**src/rtl/decoder_3to8_pipe.sv**
```systemverilog
// Registered binary-to-one-hot decoder behind a two-entry valid/ready skid buffer.
// The output register and the skid register carry the one-hot word, the echoed code and the "none" flag.
module decoder_3to8_pipe #(
    parameter int WIDTH = 3,
    parameter int CNT_W = 16
) (
    input  logic                  clk,
    input  logic                  rst,
    input  logic                  in_valid,
    output logic                  in_ready,
    input  logic [WIDTH-1:0]      in_code,
    input  logic                  in_en,
    output logic                  out_valid,
    input  logic                  out_ready,
    output logic [(2**WIDTH)-1:0] out_onehot,
    output logic [WIDTH-1:0]      out_code,
    output logic                  out_none,
    output logic [CNT_W-1:0]      dec_count
);
    localparam int N = 2**WIDTH;

    localparam logic [1:0] S_EMPTY = 2'd0;
    localparam logic [1:0] S_BUSY  = 2'd1;
    localparam logic [1:0] S_FULL  = 2'd2;

    typedef struct packed {
        logic [N-1:0]     onehot;
        logic [WIDTH-1:0] code;
        logic             none;
    } item_t;

    logic [1:0] state, state_nx;
    item_t      or_q, sk_q, new_item;
    logic       acc, take;

    assign acc  = in_valid & in_ready;
    assign take = out_valid & out_ready;

    // Decoded word is only captured on acc, so junk on idle inputs never reaches a register.
    always_comb begin
        new_item.onehot = '0;
        for (int i = 0; i < N; i++)
            if (in_en && in_code == WIDTH'(i)) new_item.onehot[i] = 1'b1;
        new_item.code = in_code;
        new_item.none = ~in_en;
    end

    always_comb begin
        state_nx = state;
        case (state)
            S_EMPTY: if (acc) state_nx = S_BUSY;
            S_BUSY: begin
                if (acc && !take)      state_nx = S_FULL;
                else if (!acc && take) state_nx = S_EMPTY;
            end
            S_FULL:  if (take) state_nx = S_BUSY;
            default: state_nx = S_EMPTY;
        endcase
    end

    // in_ready/out_valid are registered copies of the next state, keeping out_ready off any comb path.
    always_ff @(posedge clk or posedge rst) begin
        if (rst) begin
            state     <= S_EMPTY;
            in_ready  <= 1'b1;
            out_valid <= 1'b0;
            or_q      <= '0;
            sk_q      <= '0;
            dec_count <= '0;
        end else begin
            state     <= state_nx;
            in_ready  <= (state_nx != S_FULL);
            out_valid <= (state_nx != S_EMPTY);
            case (state)
                S_EMPTY: if (acc) or_q <= new_item;
                S_BUSY: begin
                    if (acc && take) or_q <= new_item;
                    else if (acc)    sk_q <= new_item;
                end
                S_FULL:  if (take) or_q <= sk_q;
                default: ;
            endcase
            if (acc && in_en && dec_count != {CNT_W{1'b1}})
                dec_count <= dec_count + CNT_W'(1);
        end
    end

    assign out_onehot = or_q.onehot;
    assign out_code   = or_q.code;
    assign out_none   = or_q.none;

endmodule
```
**config.mk**
```make
export PLATFORM = sky130hd
export DESIGN_NAME = decoder_3to8_pipe
export DESIGN_NICKNAME = d
export VERILOG_FILES = /design/src/rtl/decoder_3to8_pipe.sv
export SDC_FILE = /design/constraint.sdc
export NUM_CORES = 1
export LEC_CHECK = 0
export CAP_MARGIN = 20
export CORE_ASPECT_RATIO = 1.2
export CORE_UTILIZATION = 50
export DETAILED_ROUTE_END_ITERATION = 7
export PLACE_DENSITY = 0.8
export REMOVE_ABC_BUFFERS = 1
export SYNTH_ARGS = -nofsm -noshare
export SYNTH_HDL_FRONTEND = slang
export SYNTH_SLANG_ARGS = --single-unit
```
**constraint.sdc**
```tcl
create_clock -name clk -period 4.49 [get_ports clk]
set_clock_uncertainty 0.05 [all_clocks]
set_input_delay 0.6735 -clock clk [delete_from_list [all_inputs] [get_ports clk]]
set_output_delay 0.6735 -clock clk [all_outputs]
set_load 0.01 [all_outputs]
```
# Word-level counts from Yosys, hierarchy flattened
# Index checks and enable logic that the tools add are counted.
op_classes:
  n_addsub: 1
  n_eq_ne: 14
  n_mux: 17
  bitwise_logic: 4
  reduce_logical: 21
op_table:
  columns: ["cell", "n"]
  rows:
  - ["2-to-1 mux 12 bit", 3]
  - ["case mux 12 bit (3 select lines)", 1]
  - ["adder 16 x 1 -> 16 bit (second input constant)", 1]
  - ["!= test 16 bit (second input constant)", 1]
  - ["logical AND 1 bit", 13]
  - ["== test 3 bit (second input constant)", 4]
  - ["2-to-1 mux 1 bit", 8]
  - ["2-to-1 mux 2 bit", 4]
  - ["!= test 2 bit (second input constant)", 4]
  - ["== test 3 x 2 -> 1 bit (second input constant)", 2]
  - ["case mux 2 bit (3 select lines)", 1]
  - ["AND reduction 4 bit", 1]
  - ["== test 3 x 1 -> 1 bit (second input constant)", 1]
  - ["logical NOT 3 bit", 1]
  - ["AND reduction 3 bit", 1]
  - ["nonzero test 3 bit", 1]
  - ["AND 1 bit", 2]
  - ["== test 2 x 1 -> 1 bit (second input constant)", 1]
  - ["== test 2 bit (second input constant)", 1]
  - ["logical NOT 1 bit", 2]
  - ["logical NOT 2 bit", 1]
  - ["NOT 1 bit", 2]
  - ["nonzero test 2 bit", 1]
totals:
  ff_bits: 44
  output_inout_bits: 30
  wordCells: 67

# Depth between registers and ports, before layout
logic_depth:
  word_depth: 7
  ltp_mapped: 6
  depth_no_buf: 5

# Worst setup path after synthesis
# Ideal clock, no wire load.
synth_timing:
  kind: "input port to flip-flop"
  startpoint: "input in_valid"
  endpoint: "register or_q, in the netlist out_code[0]"
  setup_ns: 0.125
  arrival_ns: 1.750
  required_time_ns: 4.315
  slack_ns: 2.565
  path_stages: 5
  path_buffers: 1
  cell_sequence: "and3b_1 -> o21bai_1 -> o31a_1 -> buf_4 -> mux2_2"
synth_between:
  elab_chain_cells: 4
  elab_cells_between_ends: 5
  classes_between: "2 x eq/ne; 1 x bitwise; 2 x reduce/logical"
synth_rtl:
  columns: ["element", "line_no", "source"]
  rows:
  - ["start, declared", "9", "input logic in_valid,"]
  - ["AND 1 bit *", "36", "assign acc = in_valid & in_ready;"]
  - ["logical AND 1 bit", "77", "if (acc && take) or_q <= new_item;"]
  - ["!= test 2 bit (no line)", null, null]
  - ["AND reduction 4 bit (no line) *", null, null]
  - ["end signal, assigned", "75", "S_EMPTY: if (acc) or_q <= new_item;"]
  - ["end signal, assigned", "77", null]
  - ["end signal, assigned", "80", "S_FULL: if (take) or_q <= sk_q;"]
  - ["end, declared", "33", "item_t or_q, sk_q, new_item;"]
# Every way passes the cells marked *; elsewhere a longest branch is shown, timed or not.
# A chain may end at the register's enable or synchronous reset.

# Worst setup path in the final report
layout_timing:
  startpoint: "input in_valid"
  endpoint: "register or_q, in the netlist out_onehot[1]"
# The elaborated chain is that of the path after synthesis.

==> flow_summary_export.csv <==
group,metric,value,unit
status,outcome,"finished, final reports clean",
placement,portBuffers,37,
critical_path,setup.worst_path.start_class,"input pin",
clock_network,numCtsBuffers,5,
logic_synthesis,yosys_warnings,0,
global_route,grt_use_total,21.92,%
clock_network,clk_pin_slew,80,ps
cells_and_area,design_area,2595,µm²
logic_synthesis,synth_edf_count,0,
logic_synthesis,yosys.area.top_type,"dfrtp_1",
clock_network,cts_resized,0,
route,drt_iter0_drc,79,
clock_network,cts_setup_buffers,0,
logic_synthesis,syn_inst,175,
cells_and_area,layout.nets,222,
clock_network,htree_levels,2,
floorplanning,dieArea,4409,µm²
cells_and_area,diodes,0,
logic_synthesis,syn_area,2073,µm²
floorplanning,die_x,60.78,µm
logic_synthesis,avgSynthCellArea,11.85,µm²
min_path,min_path_type,"register to register",
critical_path,critPathCaptureType,"register",
logic_synthesis,synthArstFlopShare,100.0,%
sta,slew-limit-headroom,56.73,%
power_and_ir_drop,p_leak,1.142,nW
sta,fin_tns_setup,0,ps
route,drtAntennaViolNets,0,
clock_network,cts_tree,"built",
floorplanning,die_y,72.54,µm
clock_network,clock_latency,300,ps
global_route,antenna_found_initial,0,
sta,tightest_slew,647.2,ps
global_route,grt_pass1_vias,1513,
critical_path,crit_chain,"clkdlybuf4s50_1 > and3b_1 > o21bai_1 > o31a_1 > mux2_2",
route,detail_route.wl_per_cell,15.42,µm
floorplanning,core,3941,µm²
cells_and_area,drive_gt1_share,19.63,%
floorplanning,start_util,52.60,%
clock_network,hold_buffers,0,
power_and_ir_drop,internal-power,965.2,µW
sta,fmax,410.7,MHz
critical_path,worst-path-max-fanout,12,
logic_synthesis,synth_cell_types,38,
logic_synthesis,synth-seq-area-share,53.17,%
global_route,grt.overflow.total,0,
route,route.detailed.drc,0,
placement,dp_hpwl,2933,µm
clock_network,cts-root-buf,"clkbuf_8",
critical_path,cp_slowest_stage_delay,560,ps
critical_path,crit_slowest_cell,"o31a_1",
logic_synthesis,synth_top_area_share,51.90,%
min_path,min_from,"sk_q[0]$_DFFE_PP0P_",
clock_network,clk_path_buf_depth,2,
clock_network,cts_num_sinks,44,
power_and_ir_drop,power_frac_comb,35.1,%
cells_and_area,multi_input_area,917.1,µm²
power_and_ir_drop,power_density,540.6,nW/µm²
logic_synthesis,synth_ff_type,"dfrtp_1",
sta,post-route-period-util,54.23,%
sta,rsz0062_at_grt,"false",
power_and_ir_drop,netSwitchingFraction,31.20,%
power_and_ir_drop,power.switching,437.7,µW
cells_and_area,fill_cells,319,
power_and_ir_drop,clockPowerShare,21.3,%
floorplanning,num_rows,25,
cells_and_area,area_growth,25.17,%
logic_synthesis,ys_top_cells_by_area,"dfrtp_1, mux2_2, nand2_1",
critical_path,critPathRequiredTime,4620,ps
logic_synthesis,ys_ff_latch,44,
critical_path,critPathLaunch,"in_valid",
sta,final-hold-violation-count,0,
critical_path,setup.worst_path.class,"input pin to register",
sta,setup_viol,0,
critical_path,rr_startpoint,"dec_count[0]$_DFFE_PP0P_",
power_and_ir_drop,ir_worst_vdd,371.5,µV
sta,whs,436.3,ps
route,drt-vias-per-instance,5.563,
placement,place.gp.congestion,0.7907,
sta,finalCriticalPeriod,2435,ps
sta,finalMaxSlewViolations,0,
global_route,grt_max_degree,45,
route,drtPass1Iterations,4,
power_and_ir_drop,seqPwrFrac,43.7,%
global_route,grt_pass1_wl,7024,µm
power_and_ir_drop,p_total,1.403,mW
route,routed_wl,4132,µm
flow_run,cap_violations,0,
floorplanning,pin_count,38,
critical_path,arrival,2560,ps
route,vias,1491,
cells_and_area,register_area,1102,µm²
placement,place_area,2487,µm²
## final timing paths
| kind | slack [ps] | endpoint | cells past startpoint |
|---|---|---|---|
| worst max-delay path | 2060 | out_onehot[1]$_DFFE_PP0P_ | 5 |
| worst min-delay path | 440 | sk_q[0]$_DFFE_PP0P_ | 2 |
| worst max register to register | 2480 | dec_count[1]$_DFFE_PP0P_ | 5 |
| worst min register to register | 440 | sk_q[0]$_DFFE_PP0P_ | 2 |
| max in group asynchronous | 3260 | in_ready$_DFF_PP1_ | 3 |
| min in group asynchronous | 760 | dec_count[14]$_DFFE_PP0P_ | 3 |
## metrics by stage
| stage | instances | worst slack (ps) | utilization (%) |
|---|---|---|---|
| 2_1_floorplan | 167 | 2416 | - |
| 4_1_cts | 268 | 2028 | 65.84 |
| 6_report | 268 | 2055 | 65.84 |
| 3_5_place_dp | 260 | 1741 | 63.11 |
| 5_1_grt | 268 | 1954 | 65.84 |
| 3_3_place_gp | 260 | 1829 | 63.11 |
## registers in the layout, indices dropped and copies added, names as in the netlist
name and flops:
out_code 3, out_onehot 8, out_none 1, in_ready 1, state 2, sk_q 12, dec_count 16, out_valid 1
## cells by family after synthesis
group	share of synthesized area (%)
and+or+nand+nor	17.14
DFF	53.17
muxes	14.24
AOI/OAI and AO/OA	5.915
xor gates and xnor gates	6.337
buffers and inverters	2.594
adders and majority gates	0.6034
## power groups by stage
stage	combinational (mW)	sequential [mW]	clock (mW)
final	0.492	0.613	0.298
after global routing	0.538	0.631	0.325
after CTS	0.500	0.613	0.307
after detailed placement	0.497	0.620	0
after global placement	0.477	0.608	0
after floorplan	0.248	0.637	0
## synth_stat cells (2+ instances only)
cell type and number:
xor2_1 8, nor3b_1 4, nand4_1 4, nor3_1 4, o21ai_0 10, inv_1 4, clkbuf_1 5, buf_4 2
nand4b_1 3, o41ai_1 2, o211ai_1 2, dfrtp_1 43, xnor2_1 7, nor4_1 3, mux2_2 24, nand3_1 9
nand2_1 19, nand4_2 2
## critical path: cells and delay by family
family / cells / cell delay [ps]
AO/OA/AOI/OAI: 2 / 790
buffers and inverters: 1 / 450
multiplexers: 1 / 410
AND/OR/NAND/NOR: 1 / 230
## placed cells by master, fill, tap and decap left out, types with 2 or more instances in the layout
master,instances
nand4_2,2
o41ai_1,2
buf_4,2
inv_1,4
xnor2_1,7
o21ai_0,10
dfrtp_1,43
nor3_1,4
xor2_1,8
nor3b_1,4
nand4_1,4
clkbuf_8,5
o211ai_1,2
nor4_1,3
mux2_2,24
nand3_1,9
clkdlybuf4s50_1,37
nand2_1,19
nand4b_1,3
## layout make-up
| class | instances | share of cell area (%) |
|---|---|---|
| Inverter | 4 | 0.5786 |
| Timing Repair Buffer | 39 | 14.85 |
| Clock buffer | 6 | 2.797 |
| Sequential cell | 44 | 42.48 |
| Clock inverter | 2 | 1.350 |
| Tap cell | 54 | 2.604 |
| Multi-Input combinational cell | 119 | 35.34 |
## metal layers
layer	wire, µm	vias up	GRT usage [%]
li1	-	704	-
met4	76	0	9.091
met1	1734	739	26.29
met5	0	-	0
met3	209	9	6.774
met2	2112	39	36.02
Power figures use the tool's default switching activity.
